`src/rtl/sparse_match.sv`:
```
// Sparse activation/weight match engine: walks the AND of two sparsity bitmaps and emits
// compressed-buffer address pairs for every match. Define SPARSE_MATCH_STAT_EN for statistics counters.
module sparse_match #(
    parameter int FLAG_WIDTH = 16,
    parameter int IDX_WIDTH  = 4,
    parameter int ADDR_WIDTH = 10
) (
    input  logic                  clk,
    input  logic                  reset,
    input  logic                  flush,
    input  logic                  in_valid,
    output logic                  in_ready,
    input  logic [FLAG_WIDTH-1:0] act_flag,
    input  logic [FLAG_WIDTH-1:0] wei_flag,
    input  logic [ADDR_WIDTH-1:0] act_base,
    input  logic [ADDR_WIDTH-1:0] wei_base,
    output logic [IDX_WIDTH:0]    match_cnt,
    output logic                  pair_valid,
    input  logic                  pair_ready,
    output logic [IDX_WIDTH-1:0]  pair_pos,
    output logic [ADDR_WIDTH-1:0] act_addr,
    output logic [ADDR_WIDTH-1:0] wei_addr,
    output logic                  pair_last,
    output logic                  row_done
`ifdef SPARSE_MATCH_STAT_EN
    ,
    output logic [15:0]           stat_pairs,
    output logic [15:0]           stat_skip_rows
`endif
);

    typedef enum logic [1:0] {IDLE, SCAN, DONE} state_t;

    state_t                  state_q, state_d;
    logic [FLAG_WIDTH-1:0]   act_flag_q, wei_flag_q;
    logic [FLAG_WIDTH-1:0]   mask_q, mask_d;
    logic [ADDR_WIDTH-1:0]   act_base_q, wei_base_q;
    logic [IDX_WIDTH:0]      match_cnt_q;

    logic [FLAG_WIDTH-1:0]   in_mask;
    logic [FLAG_WIDTH-1:0]   low_bit;
    logic [FLAG_WIDTH-1:0]   below_mask;
    logic [IDX_WIDTH-1:0]    pos;
    logic                    accept;
    logic                    last;

    function automatic logic [IDX_WIDTH:0] popcount(input logic [FLAG_WIDTH-1:0] v);
        logic [IDX_WIDTH:0] c;
        c = '0;
        for (int i = 0; i < FLAG_WIDTH; i++) begin
            c = c + {{IDX_WIDTH{1'b0}}, v[i]};
        end
        return c;
    endfunction

    assign in_mask    = act_flag & wei_flag;
    assign accept     = (state_q == IDLE) && in_valid && !flush;

    // Isolate the lowest set bit; everything below it is the set of earlier stored elements.
    assign low_bit    = mask_q & (~mask_q + FLAG_WIDTH'(1));
    assign below_mask = low_bit - FLAG_WIDTH'(1);
    assign last       = (state_q == SCAN) && ((mask_q & (mask_q - FLAG_WIDTH'(1))) == '0);

    always_comb begin
        pos = '0;
        for (int i = FLAG_WIDTH - 1; i >= 0; i--) begin
            if (mask_q[i]) pos = IDX_WIDTH'(i);
        end
    end

    // NOTE: every always_comb output gets a default first so no path can infer a latch.
    always_comb begin
        state_d = state_q;
        mask_d  = mask_q;
        if (flush) begin
            state_d = IDLE;
            mask_d  = '0;
        end else begin
            case (state_q)
                IDLE: if (in_valid) begin
                    mask_d  = in_mask;
                    state_d = (in_mask != '0) ? SCAN : DONE;
                end
                SCAN: if (pair_ready) begin
                    mask_d = mask_q & ~low_bit;
                    if (last) state_d = DONE;
                end
                DONE:    state_d = IDLE;
                default: state_d = IDLE;
            endcase
        end
    end

    // NOTE: sequential state uses non-blocking assignments so all registers update together.
    always_ff @(posedge clk or negedge reset) begin
        if (!reset) begin
            state_q     <= IDLE;
            mask_q      <= '0;
            act_flag_q  <= '0;
            wei_flag_q  <= '0;
            act_base_q  <= '0;
            wei_base_q  <= '0;
            match_cnt_q <= '0;
        end else begin
            state_q <= state_d;
            mask_q  <= mask_d;
            if (accept) begin
                act_flag_q  <= act_flag;
                wei_flag_q  <= wei_flag;
                act_base_q  <= act_base;
                wei_base_q  <= wei_base;
                match_cnt_q <= popcount(in_mask);
            end
        end
    end

    assign in_ready   = (state_q == IDLE);
    assign pair_valid = (state_q == SCAN);
    assign row_done   = (state_q == DONE);
    assign match_cnt  = match_cnt_q;
    assign pair_pos   = pos;
    assign pair_last  = last;
    assign act_addr   = act_base_q +
                        {{(ADDR_WIDTH-IDX_WIDTH-1){1'b0}}, popcount(act_flag_q & below_mask)};
    assign wei_addr   = wei_base_q +
                        {{(ADDR_WIDTH-IDX_WIDTH-1){1'b0}}, popcount(wei_flag_q & below_mask)};

`ifdef SPARSE_MATCH_STAT_EN
    logic [15:0] stat_pairs_q, stat_skip_q;

    // Counters survive flush; only reset clears them.
    always_ff @(posedge clk or negedge reset) begin
        if (!reset) begin
            stat_pairs_q <= '0;
            stat_skip_q  <= '0;
        end else begin
            if (pair_valid && pair_ready && stat_pairs_q != 16'hFFFF)
                stat_pairs_q <= stat_pairs_q + 16'd1;
            if (accept && in_mask == '0 && stat_skip_q != 16'hFFFF)
                stat_skip_q <= stat_skip_q + 16'd1;
        end
    end

    assign stat_pairs     = stat_pairs_q;
    assign stat_skip_rows = stat_skip_q;
`endif

endmodule
```
`config.mk`:
```
export PLATFORM = sky130hd
export DESIGN_NAME = sparse_match
export DESIGN_NICKNAME = d
export VERILOG_FILES = /design/src/rtl/sparse_match.sv
export SDC_FILE = /design/constraint.sdc
export NUM_CORES = 1
export LEC_CHECK = 0
export CORE_ASPECT_RATIO = 0.8
export CORE_MARGIN = 2
export CORE_UTILIZATION = 54
export CTS_CLUSTER_SIZE = 8
export DETAILED_ROUTE_END_ITERATION = 10
export HOLD_SLACK_MARGIN = 0.02
export PLACE_DENSITY = 0.81
export SYNTH_ARGS = -nofsm -noshare
export SYNTH_HDL_FRONTEND = slang
export SYNTH_SLANG_ARGS = --single-unit
```
`constraint.sdc`:
```
create_clock -name clk -period 7.9 [get_ports clk]
set_input_delay 1.58 -clock clk [delete_from_list [all_inputs] [get_ports clk]]
set_output_delay 1.58 -clock clk [all_outputs]
set_load 0.03 [all_outputs]
```
==> results.sh, run 1 <==
export IMPL_finalHoldViolations=0
export IMPL_antenna_cells=0
export IMPL_hp_class="flop to flop"
export IMPL_violations="DRC"
export IMPL_p_leak_uw=0.00326
export IMPL_setup_violations=0
export IMPL_rr_worst_depth=5
export IMPL_ff2ff_setup_slack_ns=4.98
export IMPL_worstHoldPathCells=2
export IMPL_io_pins=90
export IMPL_synth_distinct_cells=46
export IMPL_clk_latency_ns=0.34
export IMPL_dieArea_sq_um=10300
export IMPL_dpl_cell_area_sq_um=6120
export IMPL_synth_warnings=0
export IMPL_regToRegEndpoint="mask_q[15]"
export IMPL_max_slew_margin_pct=31.3
export IMPL_crit_path_start_kind="flop"
export IMPL_synth_top_area_cell="dfrtp_1"
export IMPL_crit_cells=14
export IMPL_num_vias=4570
export IMPL_r2r_start="state_q[0]"
export IMPL_firstDrtPassIters=8
export IMPL_nets=800
export IMPL_finalSetupTns_ns=0
export IMPL_min_delay_start="act_flag_q[15]"
export IMPL_rsz0062_at_grt="false"
export IMPL_grt_pass1_wl_um=23600
export IMPL_antenna_found_initial=1
export IMPL_drcViolationCount=6
export IMPL_wl_per_cell_um=18.0
export IMPL_gp_congestion=0.966
export IMPL_post_route_cell_area_sq_um=6550
export IMPL_drv_cap=0
export IMPL_fill_cells=702
export IMPL_htree_num_levels=3
export IMPL_worstPathArrival_ns=6.10
export IMPL_fin_crit_ns=7.68
export IMPL_synth_edf_count=0
export IMPL_power_per_cell_area_nw_per_um2=483
export IMPL_fp_row_count=31
export IMPL_slew_violations=0
export IMPL_numPortBuffers=89
export IMPL_syn_to_final_growth_pct=27.7
export IMPL_netlist_top_cells_area="dfrtp_1, nand2_1, fa_1"
export IMPL_cpMostUsedCell="fa_1"
export IMPL_clock_skew_ns=0.00336
export IMPL_holdPathEnd="act_flag_q[15]"
export IMPL_initial_utilization_pct=56.0
export IMPL_grt_overflow=0
export IMPL_slowest_delay_ns=0.68
export IMPL_postSynth_asyncResetShare_pct=100
export IMPL_wirelength_um=14600
export IMPL_dp_final_hpwl_um=10900
export IMPL_path_max_fanout=6
export IMPL_final_layout_size_suffix_gt1_share_pct=6.07
export IMPL_core_area_sq_um=9150
export IMPL_status="finished with violations"
export IMPL_worst_path_buf_inv=1
export IMPL_synth_top_area_share_pct=36.6
export IMPL_slowest_stage="clkdlybuf4s50_1"
export IMPL_vias_per_cell=5.66
export IMPL_cts_sinks=75
export IMPL_die_h_um=91.2
export IMPL_path_delay_family="adder cells"
export IMPL_ir_drop_mv=0.421
export IMPL_ant_nets=0
export IMPL_critical_path_class="flop to primary output"
export IMPL_synthesis_instances=601
export IMPL_dieWidth_um=113
export IMPL_tritoncts="built"
export IMPL_fmaxAchievable_mhz=130
export IMPL_grt_max_degree=76
export IMPL_clkTransAtPathRegs_ns=0.06
export IMPL_netlist_area_sq_um=5130
export IMPL_crit_required_ns=6.32
export IMPL_fin_crit_sh_pct=97.2
export IMPL_layoutNonFillerInstCount=807
export IMPL_p_total_uw=3160
export IMPL_synth_most_common_cell="nand2_1"
export IMPL_root_buffer="clkbuf_16"
export IMPL_worst_slew_pin_slew_ns=1.03
export IMPL_crit_path_end_kind="primary output"
export IMPL_synth_nets=714
export IMPL_drt_iter0_drc=345
export IMPL_cts_buffer_depth=2
export IMPL_placed_cells=789
export IMPL_whs_ns=0.476
export IMPL_avgSynthCellArea_sq_um=8.53
export IMPL_gr_usage_all_layers_pct=29.9
export IMPL_grt_pass1_vias=4520
export IMPL_crit_path_cell_trace="or4_4 > nor2_1 > and2_1 > fa_1 > fa_1 > fa_1 > fa_1 > fa_1 > a21o_1 > a21oi_1 > o21bai_1 > a21oi_1 > xnor2_1 > clkdlybuf4s50_1"
export IMPL_synth_flop_cell="dfrtp_1"
export IMPL_cts_buffers=9
export IMPL_synth_common_cells="nand2_1, dfrtp_1, inv_1"
export IMPL_synth_seq_cells=75
export IMPL_ys_seq_area_share_pct=36.6
## where the power goes
group	internal [uW]	switching (uW)
clock	358	164
combinational	878	1210
sequential	471	83.4
## metrics by stage
| step | utilization (%) | setup slack, ns |
|---|---|---|
| after floorplan | - | 0.831 |
| after global placement | 66.9 | 0.509 |
| after detailed placement | 66.9 | 0.344 |
| after CTS | 71.0 | 0.0570 |
| after global routing | 71.5 | 0.0150 |
| final | 71.5 | 0.219 |
## placed cells by master (no fill, tap or decap), types with 6 or more instances in the layout
master / instances
nand2_1: 187
clkdlybuf4s50_1: 78
dfrtp_1: 74
inv_1: 40
fa_1: 34
nor2_1: 33
o21ai_0: 31
and2_1: 23
ha_1: 22
a21oi_1: 19
nor3_1: 15
buf_4: 12
xnor2_1: 11
clkbuf_16: 9
nor2b_1: 8
xor2_1: 7
and3_1: 6
nand4_1: 6
dlymetal6s2s_1: 6
## state kept, by name, summed over array words and instances, names as in the netlist
register and count:
state_q 2, wei_flag_q 16, match_cnt 5, wei_base_q 10, act_flag_q 16, act_base_q 10
mask_q 16
## worst reg2reg max path: stages, from the launching register on
cell and delay [ns]:
dfrtp_1 0.79, mux2i_1 0.22, or3_1 0.69, nor2_4 0.45, buf_4 0.47, a22o_1 0.25
## routing by layer
metal	up-vias	track usage [%]	wire length [um]
li1	2127	-	-
met1	2227	43.6	6550
met2	191	45.7	6610
met3	25	6.21	1140
met4	0	7.93	269
met5	-	0	0
## timing repair
item,in CTS,in global routing
endpoints found under the setup margin,2,10
gates resized for setup,2,15
cloned,0,0
hold buffers,0,0
setup buffers,0,2
hold endpoints to repair,0,0
## cell families (layout without fill, tap and decap cells)
family | count (synthesis) | after routing | share of synthesized area (%)
AO/OA/AOI/OAI | 83 | 83 | 10.1
adder cells (fa/ha/maj) | 57 | 57 | 18.8
XOR/XNOR | 18 | 18 | 3.07
multiplexers | 1 | 1 | 0.195
flip-flops | 75 | 75 | 36.6
buffers and inverters | 65 | 156 | 4.90
AND/OR/NAND/NOR | 302 | 302 | 26.3
## layout make-up
class / count / area [sq um] / area share [%]
Timing Repair Buffer: 99 / 961 / 14.7
Sequential cell: 75 / 1880 / 28.7
Clock inverter: 4 / 120 / 1.83
Tap cell: 115 / 144 / 2.20
Inverter: 41 / 154 / 2.35
Clock buffer: 12 / 256 / 3.92
Multi-Input combinational cell: 461 / 3030 / 46.3
## how the worst max path moves through the flow
stage               startpoint     endpoint  slack, ns
finish               mask_q[3]  wei_addr[5]       0.22
global route         mask_q[7]  wei_addr[5]       0.01
CTS                  mask_q[8]  wei_addr[8]       0.06
detailed placement   mask_q[1]  act_addr[7]       0.34
global placement     mask_q[3]  act_addr[9]       0.51
floorplan            mask_q[0]  act_addr[8]       0.83
No activity file was read; power rests on OpenSTA's default activity.
==> run 2, diff against run 1 <==
Settings changed: CORE_UTILIZATION 54 to 55, CTS_BUF_LIST set to sky130_fd_sc_hd__clkbuf_8, GPL_ROUTABILITY_DRIVEN set to 0, PLACE_DENSITY 0.81 to 0.83.
==> run 2 against run 1 <==
  * Critical endpoint unchanged
  * Total power shrank 3.9%
  * Count of clock-buffer cells in the layout shrank 1
  * The flow now finishes without violations
  * Fmax is essentially flat
  * Final cell count shrank 0.62%
  * Cell area shrank 1.9%
  * Largest cell class unchanged
  * Setup slack lost 0.0057 ns
  * Highest routed layer unchanged
  * Combinational power is essentially flat
==> results.sh, run 2 (synthesis gave the netlist of run 1 again) <==
export IMPL_status="finished clean"
export IMPL_crit_required_ns=6.32
export IMPL_worstPathArrival_ns=6.11
export IMPL_fmaxAchievable_mhz=130
export IMPL_die_h_um=90.4
export IMPL_root_buffer="clkbuf_8"
export IMPL_slew_violations=0
export IMPL_dieWidth_um=112
export IMPL_setup_violations=0
export IMPL_firstDrtPassIters=5
export IMPL_dp_final_hpwl_um=10200
export IMPL_clkTransAtPathRegs_ns=0.08
export IMPL_path_max_fanout=8
export IMPL_numPortBuffers=89
export IMPL_syn_to_final_growth_pct=25.2
export IMPL_critical_path_class="flop to primary output"
export IMPL_grt_pass1_wl_um=23100
export IMPL_core_area_sq_um=9080
export IMPL_dieArea_sq_um=10100
export IMPL_initial_utilization_pct=56.5
export IMPL_ir_drop_mv=0.726
export IMPL_wl_per_cell_um=17.2
export IMPL_io_pins=90
export IMPL_htree_num_levels=3
export IMPL_finalSetupTns_ns=0
export IMPL_antenna_found_initial=0
export IMPL_antenna_cells=0
export IMPL_gr_usage_all_layers_pct=28.9
export IMPL_r2r_start="state_q[0]"
export IMPL_postCtsHoldBufs=0
export IMPL_grt_pass1_vias=4678
export IMPL_grt_overflow=0
export IMPL_num_vias=4590
export IMPL_clk_latency_ns=0.37
export IMPL_layout_commonest_cell="nand2_1"
export IMPL_finalHoldViolations=0
export IMPL_vias_per_cell=5.72
export IMPL_whs_ns=0.480
export IMPL_cts_buffer_depth=2
export IMPL_wirelength_um=13800
export IMPL_ant_nets=0
export IMPL_cts_buffers=9
export IMPL_drv_cap=0
export IMPL_layout_common_cells="nand2_1, clkdlybuf4s50_1, dfrtp_1"
export IMPL_crit_path_end_kind="primary output"
export IMPL_fin_crit_ns=7.69
export IMPL_tritoncts="built"
export IMPL_fin_crit_sh_pct=97.3
export IMPL_rsz0062_at_grt="false"
export IMPL_worst_slew_pin_slew_ns=1.28
export IMPL_drt_iter0_drc=493
export IMPL_cts_sinks=75
export IMPL_fp_row_count=31
export IMPL_crit_start="mask_q[5]"
export IMPL_hp_class="flop to flop"
export IMPL_max_slew_margin_pct=14.5
export IMPL_reg_top3="act_flag_q (16), mask_q (16), wei_flag_q (16)"
export IMPL_clock_skew_ns=0.0104
export IMPL_nets=795
export IMPL_drcViolationCount=0
export IMPL_power_per_cell_area_nw_per_um2=473
export IMPL_final_layout_size_suffix_gt1_share_pct=5.97
export IMPL_min_delay_start="wei_flag_q[15]"
export IMPL_p_leak_uw=0.00319
export IMPL_grt_max_degree=76
export IMPL_crit_path_start_kind="flop"
## run 2: repair_timing
action,4_1_cts,5_1_grt
buffers inserted,0,0
setup endpoints to repair,6,11
pin swaps,0,0
gates resized for setup,9,25
endpoints found under the hold margin,0,0
## run 2: worst paths after layout
check | cells after the start | slack (ns) | end
worst max-delay path | 16 | 0.21 | wei_addr[5]
worst min-delay path | 2 | 0.48 | wei_flag_q[15]
worst max register to register | 4 | 4.76 | mask_q[15]
worst min register to register | 2 | 0.48 | wei_flag_q[15]
max in group asynchronous | 2 | 5.76 | mask_q[2]
min in group asynchronous | 2 | 1.46 | act_flag_q[13]
## run 2: cell type report
| cell class | count | area [sq um] |
|---|---|---|
| fill | 705 | 2660 |
| inverter | 41 | 154 |
| clock inverter | 5 | 124 |
| clock buffer | 11 | 151 |
| multi-input combinational | 461 | 3040 |
| tap | 115 | 144 |
| sequential | 75 | 1880 |
| timing repair buffer | 94 | 923 |
## run 2: critical path, stage by stage, from the launching register on
cell and delay (ns):
dfrtp_1 0.50, nor4_2 0.37, buf_4 0.20, nand3_1 0.10, nor2_1 0.25, and2_1 0.20, fa_1 0.45, fa_1 0.54
fa_1 0.44, fa_1 0.54, fa_1 0.50, a21o_1 0.18, a21oi_1 0.23, o21bai_1 0.09, a21oi_1 0.29, xnor2_1 0.15
clkdlybuf4s50_1 0.70
## run 2: power by group
| part | internal, uW | switching [uW] |
|---|---|---|
| Sequential | 470 | 84.4 |
| Combinational | 874 | 1200 |
| Clock | 258 | 149 |
## run 2: layer usage
layer  wire [um]  vias to the layer above  global-route usage [%]
met2        6360                      232                    44.9
met3        1270                       42                    7.65
met5           0                        -                       0
met4         402                        0                    10.3
li1            -                     2115                       -
met1        5730                     2201                    39.6
## run 2: per-stage QoR
step	setup slack, ns	cell area, sq um	power, uW	instances	utilization [%]
final	0.213	6420	3040	802	70.7
after global routing	0.0118	6420	3250	802	70.7
after CTS	0.0108	6390	3040	802	70.4
after detailed placement	-0.00280	6110	2620	786	67.3
after global placement	0.290	6110	2560	786	67.3
after floorplan	0.831	5130	1920	601	-
